[src/rtl/dcache_line_controller.sv]
// Control FSM for the 2-way, write-back, write-allocate LC-3b data cache.
// Decodes Mealy strobes for the line datapath and the physical-memory port.
// It also keeps saturating hit and miss counters.
module dcache_line_controller #(
    parameter int CNT_WIDTH = 16
) (
    input  logic                 clk,
    input  logic                 rst_n,
    input  logic                 mem_read,
    input  logic                 mem_write,
    input  logic [1:0]           mem_byte_enable,
    input  logic                 hit0,
    input  logic                 hit1,
    input  logic                 dirty0,
    input  logic                 dirty1,
    input  logic                 valid0,
    input  logic                 valid1,
    input  logic                 lru,
    input  logic                 pmem_resp,
    input  logic                 perf_clear,
    output logic                 mem_resp,
    output logic [1:0]           load_data,
    output logic [1:0]           load_tag,
    output logic [1:0]           set_valid,
    output logic [1:0]           set_dirty,
    output logic [1:0]           clear_dirty,
    output logic                 load_lru,
    output logic                 lru_in,
    output logic                 insert_enable,
    output logic                 data_in_sel,
    output logic                 pmem_addr_sel,
    output logic                 pmem_read,
    output logic                 pmem_write,
    output logic [CNT_WIDTH-1:0] hit_count,
    output logic [CNT_WIDTH-1:0] miss_count
);

    typedef enum logic [1:0] {IDLE, WRITEBACK, ALLOCATE} state_t;

    state_t state;
    state_t next_state;
    logic   victim;
    logic   req;
    logic   hit;
    logic   hit_way;
    logic   victim_dirty;
    logic   hit_event;
    logic   miss_event;
    logic   unused_byte_mask;

    // Saturating increment: the counter sticks at all ones.
    function automatic logic [CNT_WIDTH-1:0] sat_inc(input logic [CNT_WIDTH-1:0] value);
        if (&value)
            return value;
        return value + {{(CNT_WIDTH-1){1'b0}}, 1'b1};
    endfunction

    // The byte mask is consumed by the merge unit in the datapath, not here.
    assign unused_byte_mask = ^mem_byte_enable;

    // A simultaneous read and write is handled as a write; way 0 wins a double hit.
    assign req          = mem_read | mem_write;
    assign hit          = hit0 | hit1;
    assign hit_way      = ~hit0;
    assign victim_dirty = lru ? (valid1 & dirty1) : (valid0 & dirty0);
    assign hit_event    = (state == IDLE) && req && hit;
    assign miss_event   = (state == IDLE) && req && !hit;

    // State register and victim latch; reset returns to IDLE at once.
    always_ff @(posedge clk or negedge rst_n) begin
        if (!rst_n) begin
            state  <= IDLE;
            victim <= 1'b0;
        end else begin
            state <= next_state;
            if (miss_event)
                victim <= lru;
        end
    end

    // Next-state logic: a miss walks through an optional writeback, then the fill.
    always_comb begin
        next_state = state;
        unique case (state)
            IDLE: begin
                if (miss_event)
                    next_state = victim_dirty ? WRITEBACK : ALLOCATE;
            end
            WRITEBACK: begin
                if (pmem_resp)
                    next_state = ALLOCATE;
            end
            ALLOCATE: begin
                if (pmem_resp)
                    next_state = IDLE;
            end
            default: next_state = IDLE;
        endcase
    end

    // Mealy output decode; miss-phase strobes target the latched victim only.
    always_comb begin
        mem_resp      = 1'b0;
        load_data     = 2'b00;
        load_tag      = 2'b00;
        set_valid     = 2'b00;
        set_dirty     = 2'b00;
        clear_dirty   = 2'b00;
        load_lru      = 1'b0;
        lru_in        = 1'b0;
        insert_enable = 1'b0;
        data_in_sel   = 1'b0;
        pmem_addr_sel = 1'b0;
        pmem_read     = 1'b0;
        pmem_write    = 1'b0;
        unique case (state)
            IDLE: begin
                if (hit_event) begin
                    mem_resp = 1'b1;
                    load_lru = 1'b1;
                    lru_in   = ~hit_way;
                    if (mem_write) begin
                        load_data[hit_way] = 1'b1;
                        set_dirty[hit_way] = 1'b1;
                        insert_enable      = 1'b1;
                    end
                end
            end
            WRITEBACK: begin
                pmem_write    = 1'b1;
                pmem_addr_sel = 1'b1;
            end
            ALLOCATE: begin
                pmem_read = 1'b1;
                if (pmem_resp) begin
                    load_data[victim]   = 1'b1;
                    load_tag[victim]    = 1'b1;
                    set_valid[victim]   = 1'b1;
                    clear_dirty[victim] = 1'b1;
                    data_in_sel         = 1'b1;
                end
            end
            default: ;
        endcase
    end

    // Performance counters; perf_clear overrides any increment.
    always_ff @(posedge clk or negedge rst_n) begin
        if (!rst_n) begin
            hit_count  <= '0;
            miss_count <= '0;
        end else if (perf_clear) begin
            hit_count  <= '0;
            miss_count <= '0;
        end else begin
            if (hit_event)
                hit_count <= sat_inc(hit_count);
            if (miss_event)
                miss_count <= sat_inc(miss_count);
        end
    end

endmodule

[config.mk]
export PLATFORM = sky130hd
export DESIGN_NAME = dcache_line_controller
export DESIGN_NICKNAME = d
export VERILOG_FILES = /design/src/rtl/dcache_line_controller.sv
export SDC_FILE = /design/constraint.sdc
export NUM_CORES = 1
export LEC_CHECK = 0
export CAP_MARGIN = 25
export CORE_AREA = 8 8 78 80
export DETAILED_ROUTE_END_ITERATION = 6
export DIE_AREA = 0 0 86 88
export GPL_ROUTABILITY_DRIVEN = 0
export PLACE_DENSITY = 0.88
export SLEW_MARGIN = 20
export SYNTH_ARGS = -nofsm -noshare
export SYNTH_HDL_FRONTEND = slang
export SYNTH_SLANG_ARGS = --single-unit
[constraint.sdc]
create_clock -name clk -period 2.5 [get_ports clk]
set_input_delay 0.625 -clock clk [delete_from_list [all_inputs] [get_ports clk]]
set_output_delay 0.625 -clock clk [all_outputs]
set_load 0.02 [all_outputs]
* Word-level counts from Yosys, hierarchy flattened
Index checks and enable logic that the tools add are counted.
** Operators by class
- $add $sub $neg :: 2
- Magnitude comparators :: 4
- Equal/unequal tests :: 7
- Multiplexer cells :: 39
- Bitwise logic cells :: 5
- Reductions and logical operators :: 14
** Operator list (count)
- $mux 16 :: 6
- $add 16x1->16 const B :: 2
- $reduce_and 16->1 :: 2
- $mux 1 :: 20
- $mux 2 :: 9
- $ne 2x2->1 const B :: 3
- $ne 3x3->1 const B :: 2
- $pmux 2 s3 :: 1
- $logic_and 1x1->1 :: 5
- $lt 1x2->1 const B :: 2
- $pmux 2 s2 :: 1
- $reduce_and 2->1 :: 2
- $reduce_bool 2->1 :: 2
- $reduce_and 3->1 :: 1
- $and 1x1->1 :: 2
- $demux 1 s1 :: 2
- $eq 2x1->1 const B :: 1
- $eq 2x2->1 const B :: 1
- $ge 1x1->1 const B :: 2
- $logic_not 2->1 :: 1
- $or 1x1->1 :: 2
- $logic_not 1->1 :: 1
- $not 1->1 :: 1
** Word-level totals
- Flip-flop bits (word level) :: 35
- Input bits :: 15
- Output and inout port bits :: 50
- Word-level logic and storage cells :: 75

* Depth between registers and ports, before layout
Gate-level depths: netlist (run 1).
- Depth after elaboration :: 8
- Gate-level depth with buffers :: 7
- Gate-level depth less buffers :: 5

* Worst setup path after synthesis (run 1)
No wires, ideal clock.
- Path type :: in2out
- Start point :: input mem_write
- End point :: output load_data[1]
- Arrival :: 1.876 ns
- Data required time :: 1.875 ns
- Setup slack :: -0.001 ns
- Cell stages on the path :: 6
- Buffers on the path :: 1
- Cell sequence :: or2_2 nand3_1 clkbuf_1 inv_1 nand2_1 o21bai_1
** Between the ends
- Cells in the longest elaborated chain, start to end :: 5
- Elaborated cells between the ends (all ways) :: 6
- Classes of those cells :: mux: 3; bitwise: 1; reduce/logical: 2
** RTL lines
- start: declaration :: line 10 : input logic mem_write,
- $or 1x1->1 :: line 62 : assign req = mem_read | mem_write;
- $logic_and 1x1->1 (2 in a row) :: line 66 : assign hit_event = (state == IDLE) && req && hit;
- $mux 2 * :: line 118 : if (hit_event) begin
- $pmux 2 s2 * :: line 116 : unique case (state)
- end: declaration :: line 22 : output logic [1:0] load_data,
Every way passes the cells marked *; elsewhere a longest branch is shown, timed or not.

* Worst setup path after layout (run 1)
- Start point :: input hit0
- End point :: output load_data[0]
** Between the ends
- Cells in the longest elaborated chain, start to end :: 8
- Elaborated cells between the ends (all ways) :: 11
- Classes of those cells :: order compare: 2; mux: 5; bitwise: 2; reduce/logical: 2
** RTL lines
- start: declaration :: line 12 : input logic hit0,
- $not 1->1 :: line 64 : assign hit_way = ~hit0;
- $lt 1x2->1 (implied by the code) / $ge 1x1->1 (equally long branches) :: line 123 : load_data[hit_way] = 1'b1;
- $logic_and 1x1->1 (implied by the code) :: line 123
- $mux 1 (implied by the code) :: line 123
- $demux 1 s1 :: line 123
- $mux 2 :: line 122 : if (mem_write) begin
- $mux 2 * :: line 118
- $pmux 2 s2 * :: line 116
Marks and branches as above.

==> results of run 1 <==
[cell families (layout without fill, tap and decap cells)]
group	count (synthesis)	count (layout)	synth area share
simple gates	127	127	0.316
flops	35	35	0.392
buf+inv	28	106	0.0605
mux	8	8	0.0398
fa+ha+maj	2	2	0.0112
compound gates	60	60	0.180
[power groups by stage]
| stage | Sequential [mW] | Combinational (mW) | Clock [mW] |
|---|---|---|---|
| final | 0.626 | 0.504 | 0.531 |
| after global routing | 0.632 | 0.548 | 0.562 |
| after CTS | 0.626 | 0.505 | 0.545 |
| after detailed placement | 0.637 | 0.544 | 0 |
| after global placement | 0.636 | 0.534 | 0 |
| after floorplan | 0.641 | 0.267 | 0 |
[repair_timing]
action | 4_1_cts | 5_1_grt
gates cloned | 0 | 0
hold buffers | 0 | 0
gates resized for setup | 43 | 17
endpoints found under the setup margin | 15 | 12
[metrics by stage]
| stage | utilization | hold slack, ps |
|---|---|---|
| 2_1_floorplan | - | 329 |
| 3_3_place_gp | 0.618 | 498 |
| 3_5_place_dp | 0.618 | 515 |
| 4_1_cts | 0.634 | 525 |
| 5_1_grt | 0.632 | 559 |
| 6_report | 0.632 | 521 |
[flip-flops by register name, indices dropped and copies added (netlist names)]
| signal | count |
|---|---|
| hit_count | 16 |
| miss_count | 16 |
| state | 2 |
| victim | 1 |
[worst max path at each step]
| stage | cells after the start | from | endpoint |
|---|---|---|---|
| detailed placement | 7 | hit0 | load_data[1] |
| global placement | 7 | mem_read | load_data[1] |
| floorplan | 6 | mem_write | load_data[1] |
| global route | 5 | hit0 | load_data[0] |
| CTS | 6 | hit0 | load_lru |
| finish | 5 | hit0 | load_data[0] |
[critical path, delay by kind of cell]
kind	cells	cell delay, ps
AND/OR/NAND/NOR	2	450
buffers and inverters	3	770
[routing by layer]
layer / part of all wire / vias to the layer above
li1: - / 1133
met1: 0.40 / 1191
met2: 0.50 / 109
met3: 0.078 / 15
met4: 0.017 / 0
met5: 0 / -
[cells in the final DEF, fill, tap and decap left out, types with 2 or more instances in the layout]
cell type,n
nor4_1,5
a211oi_1,4
clkbuf_2,3
inv_1,10
nand3_1,17
nor2_1,16
o31a_1,2
o21bai_1,3
and3_1,7
ha_1,2
o31ai_1,13
buf_2,9
clkdlybuf4s50_1,46
dfrtp_1,35
a21oi_1,18
clkbuf_8,6
buf_4,26
or4_1,15
nand4_1,7
o21ai_0,7
and4_1,7
or2_4,3
mux2_2,7
or3_1,3
a31oi_1,2
nor2b_1,8
nor3_1,8
nor2_2,2
a311oi_1,2
o311a_1,2
dlygate4sd2_1,2
nand2_1,22
or2_2,2
[final cells by class]
type                       instances  area [um^2]  area share
sequential                        35          876       0.282
tap                               70         87.6      0.0282
clock buffer                       6         82.6      0.0266
timing repair buffer              87          746       0.240
inverter                          11         41.3      0.0133
multi-input combinational        197         1240       0.399
clock inverter                     2         35.0      0.0113
==> results.sh, run 1 <==
export IMPL_cts_num_sinks=35
export IMPL_met2_usage=0.303
export IMPL_p_sw_mw=0.532
export IMPL_rrSetupSlack_ps=410
export IMPL_fp_row_count=26
export IMPL_hp_start="victim"
export IMPL_end_kind="output pin"
export IMPL_outcome="complete, no violations"
export IMPL_antenna_left=0
export IMPL_grt_pass1_wl_um=11500
export IMPL_first_pass_iters=4
export IMPL_clkPwrFrac=0.320
export IMPL_place_area_um2=3030
export IMPL_report_power_total_mw=1.66
export IMPL_critPathLaunchType="input pin"
export IMPL_p_leak_nw=1.28
export IMPL_reg2reg_depth=4
export IMPL_wire_per_inst_um=16.9
export IMPL_initial_core_util=0.454
export IMPL_synth_seq_cells=35
export IMPL_cp_slowest_stage_delay_ps=440
export IMPL_cts_tree="done"
export IMPL_routed_wl_um=6900
export IMPL_seqPwrFrac=0.377
export IMPL_postSynthCellCount=260
export IMPL_routed_via_density=6.00
export IMPL_final_nets=354
export IMPL_syn_area_um2=2230
export IMPL_drc=0
export IMPL_crit_type="in -> out"
export IMPL_clk_insertion_delay_late_ps=290
export IMPL_fin_cells=408
export IMPL_cts_buffer_depth=2
export IMPL_switching_share=0.320
export IMPL_avgSynthCellArea_um2=8.59
export IMPL_ios=65
export IMPL_grtUsageMet1=0.226
export IMPL_hold_viol_final=0
export IMPL_synth_warnings=0
export IMPL_gr_total_overflow=0
export IMPL_max_freq_mhz=405
export IMPL_regToRegEndpoint="hit_count[8]"
export IMPL_placedCellCount=400
export IMPL_synth_most_common_cell="dfrtp_1"
export IMPL_synth_top_area_frac=0.392
export IMPL_tightest_slew_ps=526
export IMPL_path_clk_slew_ps=70
export IMPL_antenna_found_initial=0
export IMPL_postCtsSetupRepairBufs=0
export IMPL_r2r_start="state[0]"
export IMPL_syn_nets=277
export IMPL_drtIter0Drc=279
export IMPL_combPwrFrac=0.303
export IMPL_setup_viol=0
export IMPL_vias=2448
export IMPL_timing_max_cap_violations=0
export IMPL_yosysTopAreaCell="dfrtp_1"
export IMPL_gr_max_usage_layer="met2"
export IMPL_place_ws_ps=-389
export IMPL_grt_max_degree=36
export IMPL_crit_chain="clkdlybuf4s50_1 > buf_4 > and3_1 > or2_2 > buf_2"
export IMPL_grt_pass1_vias=2400
export IMPL_p_per_area_nw_per_um2=535
export IMPL_holdPathStages=2
export IMPL_gr_usage_met3=0.0422
export IMPL_htree_levels=2
export IMPL_irDropWorstVdd_mv=0.408
export IMPL_finalInstanceArea_um2=3110
export IMPL_min_to="victim"
export IMPL_synthFlopType="dfrtp_1"
export IMPL_timing_slew_headroom=0.649
export IMPL_fin_crit_sh=0.987
export IMPL_ys_async_sr_fraction=1.00
export IMPL_drive_above_1_share=0.189
export IMPL_io_buffers=62
export IMPL_fin_ws_ps=31.8
export IMPL_nFillCells=407
export IMPL_synth_common_cells="35 x dfrtp_1, 23 x nand2_1, 18 x a21oi_1, 18 x nand3_1, 18 x nor2_1"
export IMPL_groute_usage_overall=0.185
export IMPL_syn2layout_area_growth_pct=39.2
export IMPL_dp_hpwl_um=4910
export IMPL_internal_power_mw=1.13
export IMPL_coreArea_um2=4910
export IMPL_cp_arrival_ps=1840
export IMPL_period_needed_ps=2470
export IMPL_slew_viol_final=0
export IMPL_worstPathMaxFanout=5
export IMPL_die_area_um2=7570
export IMPL_numCtsBuffers=5
export IMPL_synth_area_leaders="dfrtp_1 39%, or4_1 5.0%, o31ai_1 4.4%, a21oi_1 4.0%, nand3_1 4.0%"
export IMPL_yosysSeqAreaShare=0.392
export IMPL_skew_ps=7.51
export IMPL_hp_class="reg -> reg"
export IMPL_synth_edf_count=0
export IMPL_die_y_um=88
export IMPL_die_w_um=86
export IMPL_finalSetupTns_ps=0
export IMPL_antenna_cells=0
export IMPL_slowest_stage="clkdlybuf4s50_1"
export IMPL_root_buffer="clkbuf_8"
export IMPL_synthDistinctLibCells=40
export IMPL_cp_data_required_time_ps=1880
(Power assumes the default switching activity.)
==> inputs of run 2 (changes only) <==
--- a/config.mk
+++ b/config.mk
@@ -6,11 +6,11 @@
 export NUM_CORES = 1
 export LEC_CHECK = 0
 export CAP_MARGIN = 25
-export CORE_AREA = 8 8 78 80
+export CORE_AREA = 8 8 82 84
 export DETAILED_ROUTE_END_ITERATION = 6
-export DIE_AREA = 0 0 86 88
+export DIE_AREA = 0 0 90 92
 export GPL_ROUTABILITY_DRIVEN = 0
-export PLACE_DENSITY = 0.88
+export PLACE_DENSITY = 0.84
 export SLEW_MARGIN = 20
 export SYNTH_ARGS = -nofsm -noshare
 export SYNTH_HDL_FRONTEND = slang
==> constraint.sdc (replaced) <==
create_clock -name clk -period 2 [get_ports clk]
set_input_delay 0.5 -clock clk [delete_from_list [all_inputs] [get_ports clk]]
set_output_delay 0.5 -clock clk [all_outputs]
set_load 0.02 [all_outputs]
==> run 2 against run 1 <==
The run now ends with negative setup slack left. Clock power grew 10%. Combinational power grew 66%. Register-to-register slack lost 470 ps. Sequential share of layout area shrank 2.0 points. Clock-buffer cell count grew 1. Core utilization shrank 1.0 points. Critical path depth is the same.
==> results.sh, run 2 (same netlist as run 1, synthesis figures left out) <==
export IMPL_placedCellCount=415
export IMPL_hold_slack_ps=573
export IMPL_cts_num_sinks=35
export IMPL_clkPwrFrac=0.265
export IMPL_finalInstanceArea_um2=3360
export IMPL_tightest_slew_ps=594
export IMPL_final_nets=371
export IMPL_numCtsBuffers=5
export IMPL_routed_wl_um=7140
export IMPL_p_leak_nw=1.38
export IMPL_timing_slew_headroom=0.603
export IMPL_slowest_stage="or4_4"
export IMPL_root_buffer="clkbuf_8"
export IMPL_fin_ws_ps=-58.6
export IMPL_path_clk_slew_ps=70
export IMPL_antenna_left=0
export IMPL_coreArea_um2=5410
export IMPL_ios=65
export IMPL_finalSetupTns_ps=-220
export IMPL_htree_levels=2
export IMPL_mostFrequentLayoutCells="44 x buf_4, 39 x clkdlybuf4s50_1, 32 x dfrtp_1"
export IMPL_layout_commonest_cell="buf_4"
export IMPL_cp_slowest_stage_delay_ps=580
export IMPL_die_y_um=92
export IMPL_p_per_area_nw_per_um2=658
export IMPL_groute_usage_overall=0.171
export IMPL_seqPwrFrac=0.358
export IMPL_fp_row_count=27
export IMPL_critPathLaunchType="flip-flop"
export IMPL_grt_max_degree=18
export IMPL_end_kind="flip-flop"
export IMPL_cts_tree="done"
export IMPL_switching_share=0.344
export IMPL_crit_chain="buf_6 > or2_4 > or4_4 > or4_1 > a21oi_1"
export IMPL_violations="negative setup slack"
export IMPL_rrSetupSlack_ps=-60
export IMPL_crit_type="reg -> reg"
export IMPL_hold_viol_final=0
export IMPL_place_area_um2=3180
export IMPL_syn2layout_area_growth_pct=50.7
export IMPL_report_power_total_mw=2.21
export IMPL_timing_max_cap_violations=0
export IMPL_combPwrFrac=0.377
export IMPL_cts_buffer_depth=2
export IMPL_p_sw_mw=0.760
export IMPL_initial_core_util=0.413
export IMPL_outcome="finished, violations left"
export IMPL_antenna_found_initial=0
export IMPL_routed_via_density=5.78
export IMPL_wire_per_inst_um=16.7
export IMPL_period_needed_ps=2060
export IMPL_die_area_um2=8280
export IMPL_skew_ps=9.17
export IMPL_fin_cells=427
export IMPL_top_regs="hit_count: 16 flops, miss_count: 16 flops, state: 2 flops"
export IMPL_cp_data_required_time_ps=2230
export IMPL_internal_power_mw=1.45
export IMPL_irDropWorstVdd_mv=0.501
export IMPL_grt_pass1_wl_um=11900
export IMPL_drtIter0Drc=74
export IMPL_holdBufCountCts=0
export IMPL_vias=2468
export IMPL_fin_crit_sh=1.03
export IMPL_dp_hpwl_um=5200
export IMPL_drc=0
export IMPL_hp_class="in -> async"
export IMPL_first_pass_iters=4
export IMPL_clk_insertion_delay_late_ps=300
export IMPL_rsz0062_at_grt="true"
export IMPL_slew_viol_final=0
export IMPL_antenna_cells=0
export IMPL_cp_arrival_ps=2290
export IMPL_setup_viol=5
export IMPL_post_route_util=0.622
export IMPL_die_w_um=90
export IMPL_max_freq_mhz=486
export IMPL_gr_total_overflow=0
export IMPL_grt_pass1_vias=2467
export IMPL_worstPathMaxFanout=8
export IMPL_drive_above_1_share=0.290
export IMPL_io_buffers=62
export IMPL_place_ws_ps=-659
run 2: cell types whose count changed in the layout (fill, tap and decap cells not counted), sizes merged:
cell / delta
buf: +19
clkdlybuf4s50: -7
dlygate4sd2: +5
bufinv: -1
clkbuf: +1
clkdlybuf4s15: +1
clkinv: -1
clkinvlp: +1
dlymetal6s2s: -1
run 2: path summary, 6_finish.rpt:
check                      startpoint            to  cells after the start
setup / recovery             state[1]  hit_count[6]                      5
hold / removal                  rst_n  hit_count[6]                      1
setup reg to reg             state[1]  hit_count[6]                      5
hold reg to reg                victim        victim                      2
max in group asynchronous       rst_n      state[1]                      2
min in group clk               victim        victim                      2
run 2: layout make-up:
class | count | area (um^2)
repair buffers | 104 | 911
fillers | 457 | 2040
clock inverters | 1 | 7.51
inverters | 11 | 41.3
flip-flops and latches | 35 | 880
well taps | 72 | 90.1
multi-input cells | 197 | 1340
clock buffers | 7 | 96.3
run 2: worst max-delay path: cells and delay by family, from the launching register on:
kind	cells	cell delay, ps
DFF	1	450
buffers and inverters	1	130
AOI/OAI and AO/OA	1	140
and+or+nand+nor	3	1280
run 2: power groups by stage:
| stage | registers, mW | logic, mW | clock network, mW |
|---|---|---|---|
| floorplan | 0.809 | 0.349 | 0 |
| global placement | 0.792 | 0.753 | 0 |
| detailed placement | 0.795 | 0.773 | 0 |
| CTS | 0.782 | 0.787 | 0.601 |
| global route | 0.797 | 0.894 | 0.631 |
| finish | 0.791 | 0.835 | 0.586 |
run 2: timing repair:
action                                  4_1_cts  5_1_grt
endpoints found under the setup margin       35       35
resized for setup                            75       31
pin swaps                                     7        1
setup buffers                                 3        1
run 2: metal layers:
metal  vias to the layer above  track usage  share of wire
li1                       1168            -              -
met1                      1197        0.189           0.40
met2                        88        0.303           0.51
met3                        15       0.0570          0.067
met4                         0       0.0596          0.021
met5                         -            0              0
